**src/rtl/ex_dcache_req.sv**
```systemverilog
// ex_dcache_req: EX-stage data-cache request issuer.
//
// Latches the memory-op fields of the instruction entering EX and drives the
// req/addr_ok handshake towards the data cache. Tracks accepted requests that
// are still waiting for data_ok and throttles new requests on that count.
//
// Ports:
//   clk, rst                  clock, asynchronous active-high reset
//   pre_to_now_valid_i        ID->EX instruction valid
//   mem_req_i/we_i/size_i     memory-op kind, store flag, access size
//   mem_addr_i, mem_wdata_i   effective address, low-aligned store data
//   excep_i                   instruction already faulted: no request
//   next_allowin_i            MEM can take the instruction
//   excep_flush_i             pipeline flush
//   cache_addr_ok_i           cache accepted the request this cycle
//   cache_data_ok_i           cache completed one earlier request
//   cache_req_o .. wdata_o    request channel to the cache
//   now_clk_pre_cache_req_o   request accepted this clock
//   sent_req_o                current instruction owns an accepted request
//   now_allowin_o             EX can accept a new instruction
//   now_to_next_valid_o       EX->MEM valid
//   inflight_num_o            outstanding accepted requests
//   error_o                   sticky protocol error
module ex_dcache_req #(
    parameter int MAX_INFLIGHT = 2
) (
    input  logic        clk,
    input  logic        rst,
    input  logic        pre_to_now_valid_i,
    input  logic        mem_req_i,
    input  logic        mem_we_i,
    input  logic [1:0]  mem_size_i,
    input  logic [31:0] mem_addr_i,
    input  logic [31:0] mem_wdata_i,
    input  logic        excep_i,
    input  logic        next_allowin_i,
    input  logic        excep_flush_i,
    input  logic        cache_addr_ok_i,
    input  logic        cache_data_ok_i,
    output logic        cache_req_o,
    output logic        cache_we_o,
    output logic [1:0]  cache_size_o,
    output logic [3:0]  cache_wstrb_o,
    output logic [31:0] cache_addr_o,
    output logic [31:0] cache_wdata_o,
    output logic        now_clk_pre_cache_req_o,
    output logic        sent_req_o,
    output logic        now_allowin_o,
    output logic        now_to_next_valid_o,
    output logic [1:0]  inflight_num_o,
    output logic        error_o
);

    localparam logic [1:0] MAX_CNT = 2'(MAX_INFLIGHT);

    typedef enum logic [1:0] {
        IDLE = 2'd0,
        REQ  = 2'd1,
        SENT = 2'd2
    } state_t;

    // Byte strobes for a store; loads never write.
    function automatic logic [3:0] calc_wstrb(input logic we, input logic [1:0] size,
                                              input logic [1:0] addr_lo);
        logic [3:0] strb;
        strb = 4'b0000;
        if (we) begin
            case (size)
                2'd0:    strb = 4'b0001 << addr_lo;
                2'd1:    strb = addr_lo[1] ? 4'b1100 : 4'b0011;
                2'd2:    strb = 4'b1111;
                default: strb = 4'b0000;
            endcase
        end else begin
            strb = 4'b0000;
        end
        return strb;
    endfunction

    // Replicate low-aligned store data across every byte lane it may hit.
    function automatic logic [31:0] calc_wdata(input logic [1:0] size, input logic [31:0] data);
        logic [31:0] rep;
        rep = data;
        case (size)
            2'd0:    rep = {4{data[7:0]}};
            2'd1:    rep = {2{data[15:0]}};
            default: rep = data;
        endcase
        return rep;
    endfunction

    logic        valid_q, valid_d;
    logic        req_q, we_q, excep_q;
    logic [1:0]  size_q;
    logic [31:0] addr_q, wdata_q;
    state_t      state_q, state_d;
    logic [1:0]  inflight_q, inflight_d;
    logic        error_q, error_d;

    logic need_req_s, cache_req_s, accept_s, sent_s, to_next_s, allowin_s, handoff_s;

    // Handshake and pipeline-control terms.
    always_comb begin
        need_req_s  = valid_q & req_q & ~excep_q;
        // Throttle on the registered count only; a same-cycle data_ok does not help.
        cache_req_s = need_req_s & ~excep_flush_i & (state_q != SENT) & (inflight_q < MAX_CNT);
        accept_s    = cache_req_s & cache_addr_ok_i;
        sent_s      = (state_q == SENT) | accept_s;
        to_next_s   = valid_q & ~excep_flush_i & (~need_req_s | sent_s);
        handoff_s   = to_next_s & next_allowin_i;
        allowin_s   = ~valid_q | handoff_s;
    end

    // Request FSM next state.
    always_comb begin
        state_d = state_q;
        if (excep_flush_i || handoff_s) begin
            state_d = IDLE;
        end else begin
            case (state_q)
                IDLE: begin
                    if (cache_req_s && !cache_addr_ok_i) begin
                        state_d = REQ;
                    end else if (accept_s && !next_allowin_i) begin
                        state_d = SENT;
                    end else begin
                        state_d = IDLE;
                    end
                end
                REQ: begin
                    if (accept_s && !next_allowin_i) begin
                        state_d = SENT;
                    end else begin
                        state_d = REQ;
                    end
                end
                SENT:    state_d = SENT;
                default: state_d = IDLE;
            endcase
        end
    end

    // Valid bit, outstanding counter and sticky error next state.
    always_comb begin
        valid_d    = valid_q;
        inflight_d = inflight_q;
        error_d    = error_q;
        if (excep_flush_i) begin
            valid_d = 1'b0;
        end else if (allowin_s) begin
            valid_d = pre_to_now_valid_i;
        end else begin
            valid_d = valid_q;
        end
        // Counter ignores flush: an already accepted request still returns data_ok.
        if (accept_s && !cache_data_ok_i) begin
            if (inflight_q < MAX_CNT) begin
                inflight_d = inflight_q + 2'd1;
            end else begin
                error_d = 1'b1;
            end
        end else if (cache_data_ok_i && !accept_s) begin
            if (inflight_q != 2'd0) begin
                inflight_d = inflight_q - 2'd1;
            end else begin
                error_d = 1'b1;
            end
        end else begin
            inflight_d = inflight_q;
        end
    end

    // Control state registers.
    always_ff @(posedge clk or posedge rst) begin
        if (rst) begin
            valid_q    <= 1'b0;
            state_q    <= IDLE;
            inflight_q <= 2'd0;
            error_q    <= 1'b0;
        end else begin
            valid_q    <= valid_d;
            state_q    <= state_d;
            inflight_q <= inflight_d;
            error_q    <= error_d;
        end
    end

    // Op-field latch; held while EX is stalled so a pending request stays stable.
    always_ff @(posedge clk or posedge rst) begin
        if (rst) begin
            req_q   <= 1'b0;
            we_q    <= 1'b0;
            excep_q <= 1'b0;
            size_q  <= 2'd0;
            addr_q  <= 32'd0;
            wdata_q <= 32'd0;
        end else if (allowin_s) begin
            req_q   <= mem_req_i;
            we_q    <= mem_we_i;
            excep_q <= excep_i;
            size_q  <= mem_size_i;
            addr_q  <= mem_addr_i;
            wdata_q <= mem_wdata_i;
        end
    end

    assign cache_req_o             = cache_req_s;
    assign cache_we_o              = we_q;
    assign cache_size_o            = size_q;
    assign cache_wstrb_o           = calc_wstrb(we_q, size_q, addr_q[1:0]);
    assign cache_addr_o            = addr_q;
    assign cache_wdata_o           = calc_wdata(size_q, wdata_q);
    assign now_clk_pre_cache_req_o = accept_s;
    assign sent_req_o              = sent_s;
    assign now_allowin_o           = allowin_s;
    assign now_to_next_valid_o     = to_next_s;
    assign inflight_num_o          = inflight_q;
    assign error_o                 = error_q;

endmodule

```
**config.mk**
```make
export PLATFORM = sky130hd
export DESIGN_NAME = ex_dcache_req
export DESIGN_NICKNAME = d
export VERILOG_FILES = /design/src/rtl/ex_dcache_req.sv
export SDC_FILE = /design/constraint.sdc
export NUM_CORES = 1
export LEC_CHECK = 0
export BUFFER_PORTS_ARGS = -buffer_cell sky130_fd_sc_hd__buf_2
export CAP_MARGIN = 20
export CORE_MARGIN = 5
export CORE_UTILIZATION = 40
export DETAILED_ROUTE_END_ITERATION = 6
export MAX_ROUTING_LAYER = met4
export PLACE_DENSITY = 0.75
export SYNTH_ARGS = -nofsm -noshare
export SYNTH_HDL_FRONTEND = slang
export SYNTH_SLANG_ARGS = --single-unit
```
**constraint.sdc**
```tcl
create_clock -name clk -period 2.1 [get_ports clk]
set_clock_uncertainty 0.2 [all_clocks]
set_input_delay 0.21 -clock clk [delete_from_list [all_inputs] [get_ports clk]]
set_output_delay 0.21 -clock clk [all_outputs]
set_load 0.05 [all_outputs]
```
==> summary.txt, run 1 <==
Status
  – Status: finished, final reports clean

Setup path
  – FF-to-FF Start: state_q[1]
  – Crit path from: state_q[1]
  – Crit-path max FO: 6
  – CP Class: reg2reg
  – Critical Path Source Type: register
  – Crit. End Element: register
  – WP data required: approximately 2200 ps
  – Critical Path AT: about 2200 ps

Detailed routing
  – Routed len/inst: 16.3 um
  – DRC: 0
  – Drt first pass iters: 4
  – Initial DRC count: 134
  – WL final: just over 10 mm
  – Post-detailed-route count of antenna-violating nets: 0
  – Vias: a little under 3000
  – Vias per Instance: between 4 and 5

Worst hold path
  – Min-delay src: next_allowin_i
  – Worst Hold Class: in2reg

Pwr
  – Sw frac: 0.346
  – Pwr/cell area: roughly 770 nW/um^2
  – Clock power frac: 0.287
  – VDD IR max: ~470 uV
  – Seq pwr share: 0.370
  – Static leakage: approximately 3.0 nW
  – Pwr Total: around 0.0045 W
  – Comb pwr share: 0.343
  – Internal power: roughly 0.003 W
  – Sw power: between 0.0015 and 0.002 W

Timing
  – Final hold vios: 0
  – Final Setup Violations: 0
  – Pins Over Slew Limit: 0
  – Min cycle time layout: about 2100 ps
  – RSZ-0062 raised after global routing: true
  – Fmax: between 400 and 500 MHz
  – Tcrit/Tclk final: 0.991
  – Slew headroom: 0.570
  – Final hold slack: 78.2 ps
  – Slew @ Worst Pin: 646 ps

Logic synthesis
  – Syn. warnings: 0
  – FF+latch count, synth: 75
  – Top-area cell type share of the netlist area: 0.495
  – Seq/Total Area, Yosys: 0.495
  – Most numerous cell in the Yosys netlist: dfrtp_1
  – Area leader, netlist: dfrtp_1
  – Synth cell count leaders: dfrtp_1 (75), mux2_4 (69), mux2_1 (13), nand2_1 (12), a21oi_1 (10)
  – Synth top area cells: dfrtp_1 (50%), mux2_4 (27%), mux2_1 (3.9%), buf_12 (3.7%), mux2i_1 (2.1%)
  – Mapped Cells: ~260
  – EDFF count, synth: 0
  – Most frequently used flop master after synthesis: dfrtp_1
  – Syn nets: about 330
  – Synth unique cells: 31
  – Syn Std Cell Area: 3790 um^2
  – Synth async-reset ratio: 1.00
  – Post-Syn Area per Cell: around 15 um^2

Place
  – Global placement routability congestion: roughly 0.76
  – Placed inst area: between 4000 and 5000 um^2
  – Port bufs: about 150
  – Final HPWL DP: around 6.6 mm

Floorplanning
  – Die area: around 12000 um^2
  – Core ar.: 9240 um^2
  – Die height: about 110 um
  – Chip width: between 100 and 150 um
  – Top-Level Pins: ~160
  – Initial Util: 0.410
  – FP Rows: 35

Job
  – Maxcap violations: 0

Clocking
  – Cts bufs inserted: 9
  – Clock-pin transition on the worst setup and hold timing paths: 70 ps
  – Clock root buffer: clkbuf_8
  – Worst-Skew Late Latency: between 300 and 400 ps
  – # clock sinks: between 70 and 80
  – H-tree levels: 3
  – Clock Path Buffers: 2
  – TritonCTS clock tree: built

Cells and area
  – Area grow syn2layout: 53.8%
  – Antenna fix cells: 0
  – Share of post-route cells with drive strength above 1: 0.575
  – Final instance area: between 5000 and 6000 um^2
  – Layout net count: about 570

GRT
  – Global route total overflow: 0
  – Initial antenna violation count: 0
  – All-Layer GR Usage: 0.181
  – First-pass GRT wire length: 16.1 mm
  – Number of global-route vias before repair: about 3200
  – Largest net degree at the start of global routing: 50
[area by class of cell]
cell class,instances,area [um^2]
flip-flops and latches,75,1880
clock inverters,5,104
fillers,719,3410
well taps,129,161
repair buffers,246,1740
inverters,3,15.0
multi-input cells,159,1810
clock buffers,9,124
[flip-flops by register name (all words and copies together), names as in the netlist]
signal	cells
req_q	1
valid_q	1
inflight_num_o	2
cache_size_o	2
state_q	2
wdata_q	32
error_o	1
cache_we_o	1
cache_addr_o	32
excep_q	1
[metal layers]
layer,global-route usage,wire [um],up-vias
met5,-,0,-
met4,0.0794,250,0
met3,0.0282,497,18
met2,0.310,5260,98
met1,0.212,4200,1426
li1,-,-,1368
[timing repair]
item / 4_1_cts / 5_1_grt
endpoints found under the setup margin: 15 / 12
hold buffers: 73 / 0
buffers inserted: 4 / 3
hold endpoints to repair: 146 / 0
pin swaps: 2 / 3
resized for setup: 11 / 19
[cells by family after synthesis]
| logic type | share of synthesized area |
|---|---|
| AOI/OAI and AO/OA | 0.0475 |
| adders and majority gates | 0.00330 |
| buffers and inverters | 0.0607 |
| DFF | 0.495 |
| muxes | 0.342 |
| and+or+nand+nor | 0.0515 |
[power by group through the flow]
| stage | registers (W) | logic (W) | clock network, W |
|---|---|---|---|
| 6_report | 0.00167 | 0.00155 | 0.00130 |
| 2_1_floorplan | 0.00190 | 0.000888 | 0 |
| 4_1_cts | 0.00167 | 0.00152 | 0.00134 |
| 3_5_place_dp | 0.00170 | 0.00139 | 0 |
| 3_3_place_gp | 0.00169 | 0.00137 | 0 |
| 5_1_grt | 0.00169 | 0.00162 | 0.00140 |
[worst max-delay path: stages, from the launching register on]
cell     delay, ps
dfrtp_1        390
and2b_2        230
buf_4          160
nor3_4         160
and2_4         190
ha_4           220
nor3_2         160
a21oi_1         60
a21oi_1        140
a21o_1         100
[per-stage QoR]
| step | worst slack [ps] | cells | util | setup TNS [ps] |
|---|---|---|---|---|
| 2_1_floorplan | -559 | 257 | - | -1410 |
| 3_3_place_gp | 114 | 532 | 0.513 | 0 |
| 3_5_place_dp | 22.7 | 532 | 0.513 | 0 |
| 4_1_cts | 4.99 | 623 | 0.624 | 0 |
| 5_1_grt | -74.6 | 626 | 0.631 | -78.4 |
| 6_report | 18.0 | 626 | 0.631 | 0 |
[layout by cell type (no fill, tap or decap), drive strengths merged]
master       count
nand2b           4
o21bai           3
clkinv           2
nor2             7
nor3b            1
dlygate4sd3     73
clkinvlp         1
a21o             2
and2             1
nand4bb          1
and2b            1
a21oi           10
clkbuf           9
inv              2
dfrtp           75
bufinv           3
ha               1
o21ai           13
mux2            85
o31a             1
nor3             5
buf            173
nor2b            2
nand2           12
mux2i            8
o31ai            1
nor4b            1
[path summary, 6_finish.rpt]
path | endpoint | slack, ps | cells past startpoint
min in group asynchronous | cache_addr_o[23] | 300 | 4
worst max register to register | inflight_num_o[0] | 20 | 9
worst min register to register | state_q[0] | 260 | 1
worst min-delay path | state_q[1] | 80 | 4
max in group asynchronous | cache_size_o[0] | 800 | 4
worst max-delay path | inflight_num_o[0] | 20 | 9
Power figures use the tool's default switching activity.
==> inputs of run 2 (changes only) <==
--- a/config.mk
+++ b/config.mk
@@ -12,2 +12,3 @@
 export DETAILED_ROUTE_END_ITERATION = 6
+export HOLD_SLACK_MARGIN = 0.03
 export MAX_ROUTING_LAYER = met4
==> constraint.sdc (replaced) <==
create_clock -name clk -period 2.1 [get_ports clk]
set_clock_uncertainty 0.2 [all_clocks]
set_input_delay 0 -clock clk [delete_from_list [all_inputs] [get_ports clk]]
set_output_delay 0 -clock clk [all_outputs]
set_load 0.05 [all_outputs]
==> run 2 against run 1 <==
  * Routed wire length rose by 1.9%
  * Via count rose by 1.7%
  * Highest routed layer unchanged
  * Combinational power shrank 3%
  * Setup slack improved by 74 ps
  * Critical path type is now reg2out
  * Clock-buffer cell count is 2 higher
  * Critical path depth down 5
  * Cell count increased by 1.3%
  * Non-clock buffer count up 6
==> summary.txt, run 2 (same netlist as run 1, synthesis figures left out) <==
Place
  – Port bufs: between 150 and 200
  – Final HPWL DP: roughly 6.7 mm
  – Post-Place Setup Slack: ~8.6 ps
  – Global placement routability congestion: about 0.8
  – Placed inst area: around 4800 um^2

Floorplanning
  – FP Rows: 35
  – Core ar.: 9240 um^2
  – Top-Level Pins: ~160
  – Initial Util: 0.410
  – Chip width: between 100 and 150 um
  – Die area: about 12000 um^2
  – Die height: between 100 and 150 um

GRT
  – All-Layer GR Usage: 0.189
  – Number of global-route vias before repair: 3351
  – Largest net degree at the start of global routing: 35
  – Global route total overflow: 0
  – First-pass GRT wire length: 16.7 mm
  – Initial antenna violation count: 0

Setup path
  – Critical Path Source Type: register
  – Max incr delay on CP: 510 ps
  – WP data required: 1900 ps
  – Worst path cell trace: nor2_1, buf_4, mux2_2, buf_2
  – Buffers and inverters on the worst path: 2
  – Crit-path max FO: 9
  – CP Class: reg2out
  – Critical Path AT: about 1800 ps
  – Crit. End Element: output port
  – CP max stage cell: dfrtp_1
  – CP top delay family: flip-flops

Detailed routing
  – Post-detailed-route count of antenna-violating nets: 0
  – Routed len/inst: between 15 and 20 um
  – DRC: 0
  – Vias: approximately 3000
  – WL final: roughly 10 mm
  – Initial DRC count: roughly 100
  – Drt first pass iters: 4
  – Vias per Instance: 4.67

Cells and area
  – Commonest non-fill, non-tap cell in the layout: buf_2
  – Antenna fix cells: 0
  – Area grow syn2layout: 52.6%
  – Most frequent cells in the layout: buf_2 (153), dlygate4sd3_1 (78), dfrtp_1 (74)
  – Layout net count: between 500 and 600
  – Finished Core Util: 0.626
  – Share of post-route cells with drive strength above 1: 0.558
  – Fill cell count: ~710
  – Final instance area: slightly below 6000 um^2

Clocking
  – Clock-pin transition on the worst setup and hold timing paths: roughly 80 ps
  – Cts bufs inserted: 9
  – # clock sinks: 75
  – TritonCTS clock tree: built
  – Clock Path Buffers: 2
  – H-tree levels: 3
  – Clock root buffer: clkbuf_8
  – Worst-Skew Late Latency: around 340 ps

Status
  – Status: finished, final reports clean

Pwr
  – VDD IR max: around 400 uV
  – Sw frac: 0.370
  – Seq pwr share: 0.391
  – Sw power: around 0.0016 W
  – Clock power frac: 0.259
  – Static leakage: 2.96 nW
  – Pwr/cell area: approximately 740 nW/um^2
  – Comb pwr share: 0.351
  – Internal power: 0.00270 W

Timing
  – Slew @ Worst Pin: approximately 600 ps
  – Setup_tns: 0 ps
  – Fmax: approximately 500 MHz
  – Final WS setup: between 90 and 100 ps
  – Final Setup Violations: 0
  – Slew headroom: 0.609
  – Tcrit/Tclk final: 0.956
  – RSZ-0062 raised after global routing: false
  – Pins Over Slew Limit: 0
  – Final hold slack: ~60 ps
  – Final hold vios: 0
  – Min cycle time layout: approximately 2000 ps

Worst hold path
  – Worst Hold Class: in2async

Job
  – Maxcap violations: 0
run 2: cell types whose count changed in the layout (fill, tap and decap cells not counted), sizes merged:
cell         before  now
clkbuf            9   11
buf             173  174
clkinvlp          1    3
inv               2    3
dlygate4sd3      73   78
clkinv            2    1
bufinv            3    1
run 2: worst reg2reg max path: cells and delay by family (launching register included):
| kind | cells | cell delay, ps |
|---|---|---|
| compound gates | 3 | 330 |
| flops | 1 | 440 |
| simple gates | 4 | 720 |
| fa+ha+maj | 1 | 220 |
run 2: final timing paths:
check / from / to / slack (ps) / cells after the start
worst max-delay path: cache_size_o[0] / cache_wdata_o[14] / 90 / 4
worst min-delay path: rst / cache_addr_o[14] / 60 / 3
worst max register to register: inflight_num_o[1] / inflight_num_o[0] / 120 / 8
worst min register to register: error_o / error_o / 290 / 1
max in group asynchronous: rst / wdata_q[25] / 1040 / 4
min in group clk: mem_wdata_i[23] / wdata_q[23] / 210 / 3
run 2: through the flow:
stage / power, W / instances
final: 0.00429 / 634
after global routing: 0.00448 / 634
after CTS: 0.00432 / 629
after detailed placement: 0.00308 / 533
after global placement: 0.00306 / 533
after floorplan: 0.00277 / 257
run 2: what timing repair did:
item	4_1_cts	5_1_grt
cloned	0	0
setup buffers	2	5
resized for setup	1	1
hold buffers	78	0
endpoints found under the hold margin	150	0
pin swaps	0	4
setup endpoints to repair	2	3
run 2: routing by layer:
| layer | track usage | vias to the layer above | wire (um) |
|---|---|---|---|
| li1 | - | 1385 | - |
| met1 | 0.212 | 1460 | 4220 |
| met2 | 0.331 | 95 | 5480 |
| met3 | 0.0318 | 19 | 445 |
| met4 | 0.0848 | 0 | 252 |
| met5 | - | - | 0 |
run 2: cell type report:
class	count	area (um^2)	share of cell area
clock inverters	5	62.6	0.0108
repair buffers	252	1760	0.304
inverters	3	15.0	0.00259
clock buffers	11	131	0.0227
well taps	129	161	0.0279
flip-flops and latches	75	1880	0.325
multi-input cells	159	1780	0.308
run 2: power groups by stage:
stage | Clock, W | Sequential, W | Combinational, W
after floorplan | 0 | 0.00190 | 0.000873
after global placement | 0 | 0.00169 | 0.00137
after detailed placement | 0 | 0.00170 | 0.00138
after CTS | 0.00115 | 0.00167 | 0.00150
after global routing | 0.00121 | 0.00169 | 0.00158
final | 0.00111 | 0.00168 | 0.00150
==> inputs of run 3 (changes only) <==
Settings changed: PLACE_DENSITY 0.75 to 0.78.
==> run 3 against run 2 <==
  * Setup slack worse by 7.4 ps
  * Critical path depth is 2 higher
  * Clock power is 12% higher
  * Power is 3.2% higher
  * Register-to-register slack worse by 30 ps
  * Sequential power hardly changed
  * Core utilization is 0.054 points higher
  * Cell area hardly changed
  * Sequential cell count stayed put
  * Die area stayed put
==> summary.txt, run 3 (same netlist as run 1, synthesis figures left out) <==
GRT
  – First-pass GRT wire length: ~16 mm
  – Number of global-route vias before repair: ~3300
  – Initial antenna violation count: 0
  – Global route total overflow: 0
  – Largest net degree at the start of global routing: 76
  – All-Layer GR Usage: 0.181

Status
  – Status: finished, final reports clean

Detailed routing
  – WL final: between 10 and 15 mm
  – Routed len/inst: between 15 and 20 um
  – Initial DRC count: between 100 and 150
  – Post-detailed-route count of antenna-violating nets: 0
  – Drt first pass iters: 4
  – DRC: 0
  – Vias per Instance: 4.73
  – Vias: about 3000

Setup path
  – CP Class: reg2out
  – Crit-path max FO: 15
  – WP data required: approximately 1900 ps
  – Crit. End Element: output port
  – Critical Path Source Type: register
  – Critical Path AT: about 1800 ps

Cells and area
  – Most frequent cells in the layout: buf_2 (153), dlygate4sd3_1 (78), dfrtp_1 (73)
  – Layout net count: roughly 570
  – Area grow syn2layout: 52.8%
  – Share of post-route cells with drive strength above 1: 0.557
  – Finished Core Util: 0.627
  – Non-filler cells, final: between 600 and 700
  – Commonest non-fill, non-tap cell in the layout: buf_2

Floorplanning
  – Initial Util: 0.410
  – Die area: between 10000 and 15000 um^2
  – Die height: approximately 110 um
  – FP Rows: 35
  – Top-Level Pins: between 150 and 200
  – Core ar.: around 9000 um^2
  – Chip width: around 110 um

Clocking
  – Worst-Skew Late Latency: between 300 and 400 ps
  – Cts bufs inserted: 9
  – # clock sinks: between 70 and 80
  – H-tree levels: 3
  – Clock Path Buffers: 2
  – TritonCTS clock tree: built
  – Clock root buffer: clkbuf_8
  – Clock-pin transition on the worst setup and hold timing paths: ~80 ps

Place
  – Final HPWL DP: ~6.5 mm
  – Global placement routability congestion: about 0.8
  – Port bufs: 154
  – Post-Place Setup Slack: approximately 70 ps
  – Dpl cells: around 530

Timing
  – Final hold vios: 0
  – Min cycle time layout: roughly 2000 ps
  – Tcrit/Tclk final: 0.960
  – Final Setup Violations: 0
  – RSZ-0062 raised after global routing: false
  – Pins Over Slew Limit: 0
  – Setup_tns: 0 ps
  – Slew headroom: 0.726
  – Fmax: 496 MHz
  – Slew @ Worst Pin: about 400 ps
  – Final WS setup: about 85 ps

Job
  – Maxcap violations: 0

Pwr
  – VDD IR max: between 300 and 400 uV
  – Pwr/cell area: 764 nW/um^2
  – Static leakage: between 2 and 3 nW

Worst hold path
  – Worst Hold Class: in2async
run 3: final cells by class:
| type | count | area (um^2) |
|---|---|---|
| Antenna cell | 1 | 2.50 |
| Clock buffer | 11 | 141 |
| Clock inverter | 5 | 82.6 |
| Fill cell | 688 | 3450 |
| Inverter | 3 | 15.0 |
| Multi-Input combinational cell | 159 | 1780 |
| Sequential cell | 75 | 1880 |
| Tap cell | 129 | 161 |
| Timing Repair Buffer | 246 | 1730 |
run 3: repair_timing:
action	in CTS	in global routing
hold buffers	78	0
endpoints found under the hold margin	150	0
pin swaps	0	2
setup buffers	0	1
endpoints found under the setup margin	1	4
gates cloned	0	0
gates resized for setup	1	3
run 3: metrics by stage:
stage,power [W],instance area [um^2],hold slack (ps)
2_1_floorplan,0.00277,3890,-139
3_3_place_gp,0.00306,4770,-59.3
3_5_place_dp,0.00308,4770,-54.8
4_1_cts,0.00447,5770,125
5_1_grt,0.00461,5790,161
6_report,0.00442,5790,117
run 3: worst paths after layout:
| check | from | to | slack, ps | cells after the start |
|---|---|---|---|---|
| max in group asynchronous | rst | inflight_num_o[1] | 1210 | 4 |
| min reg2reg | state_q[1] | state_q[0] | 290 | 1 |
| min in group clk | mem_addr_i[9] | cache_addr_o[9] | 220 | 3 |
| max reg2reg | inflight_num_o[1] | state_q[0] | 90 | 4 |
| max | state_q[1] | now_allowin_o | 80 | 6 |
| min | rst | cache_addr_o[7] | 120 | 4 |
run 3: worst max-delay path, cell delays in order (launching register included):
cell,delay [ps]
dfrtp_1,400
and2b_2,270
nor3_4,250
o21ai_4,80
buf_12,160
buf_12,160
buf_8,150
run 3: per-layer routing:
metal / up-vias / GRT usage / wire length (um)
met2: 106 / 0.323 / 5460
met5: - / - / 0
met4: 0 / 0.0821 / 312
met3: 26 / 0.0240 / 435
met1: 1469 / 0.203 / 4030
li1: 1373 / - / -
run 3: report_power, final:
| group | switching (W) | internal [W] | leakage [nW] | total (W) |
|---|---|---|---|---|
| Sequential | 0.000101 | 0.00157 | 0.878 | 0.00167 |
| Clock | 0.000535 | 0.000710 | 0.114 | 0.00124 |
| Combinational | 0.000930 | 0.000577 | 1.96 | 0.00151 |
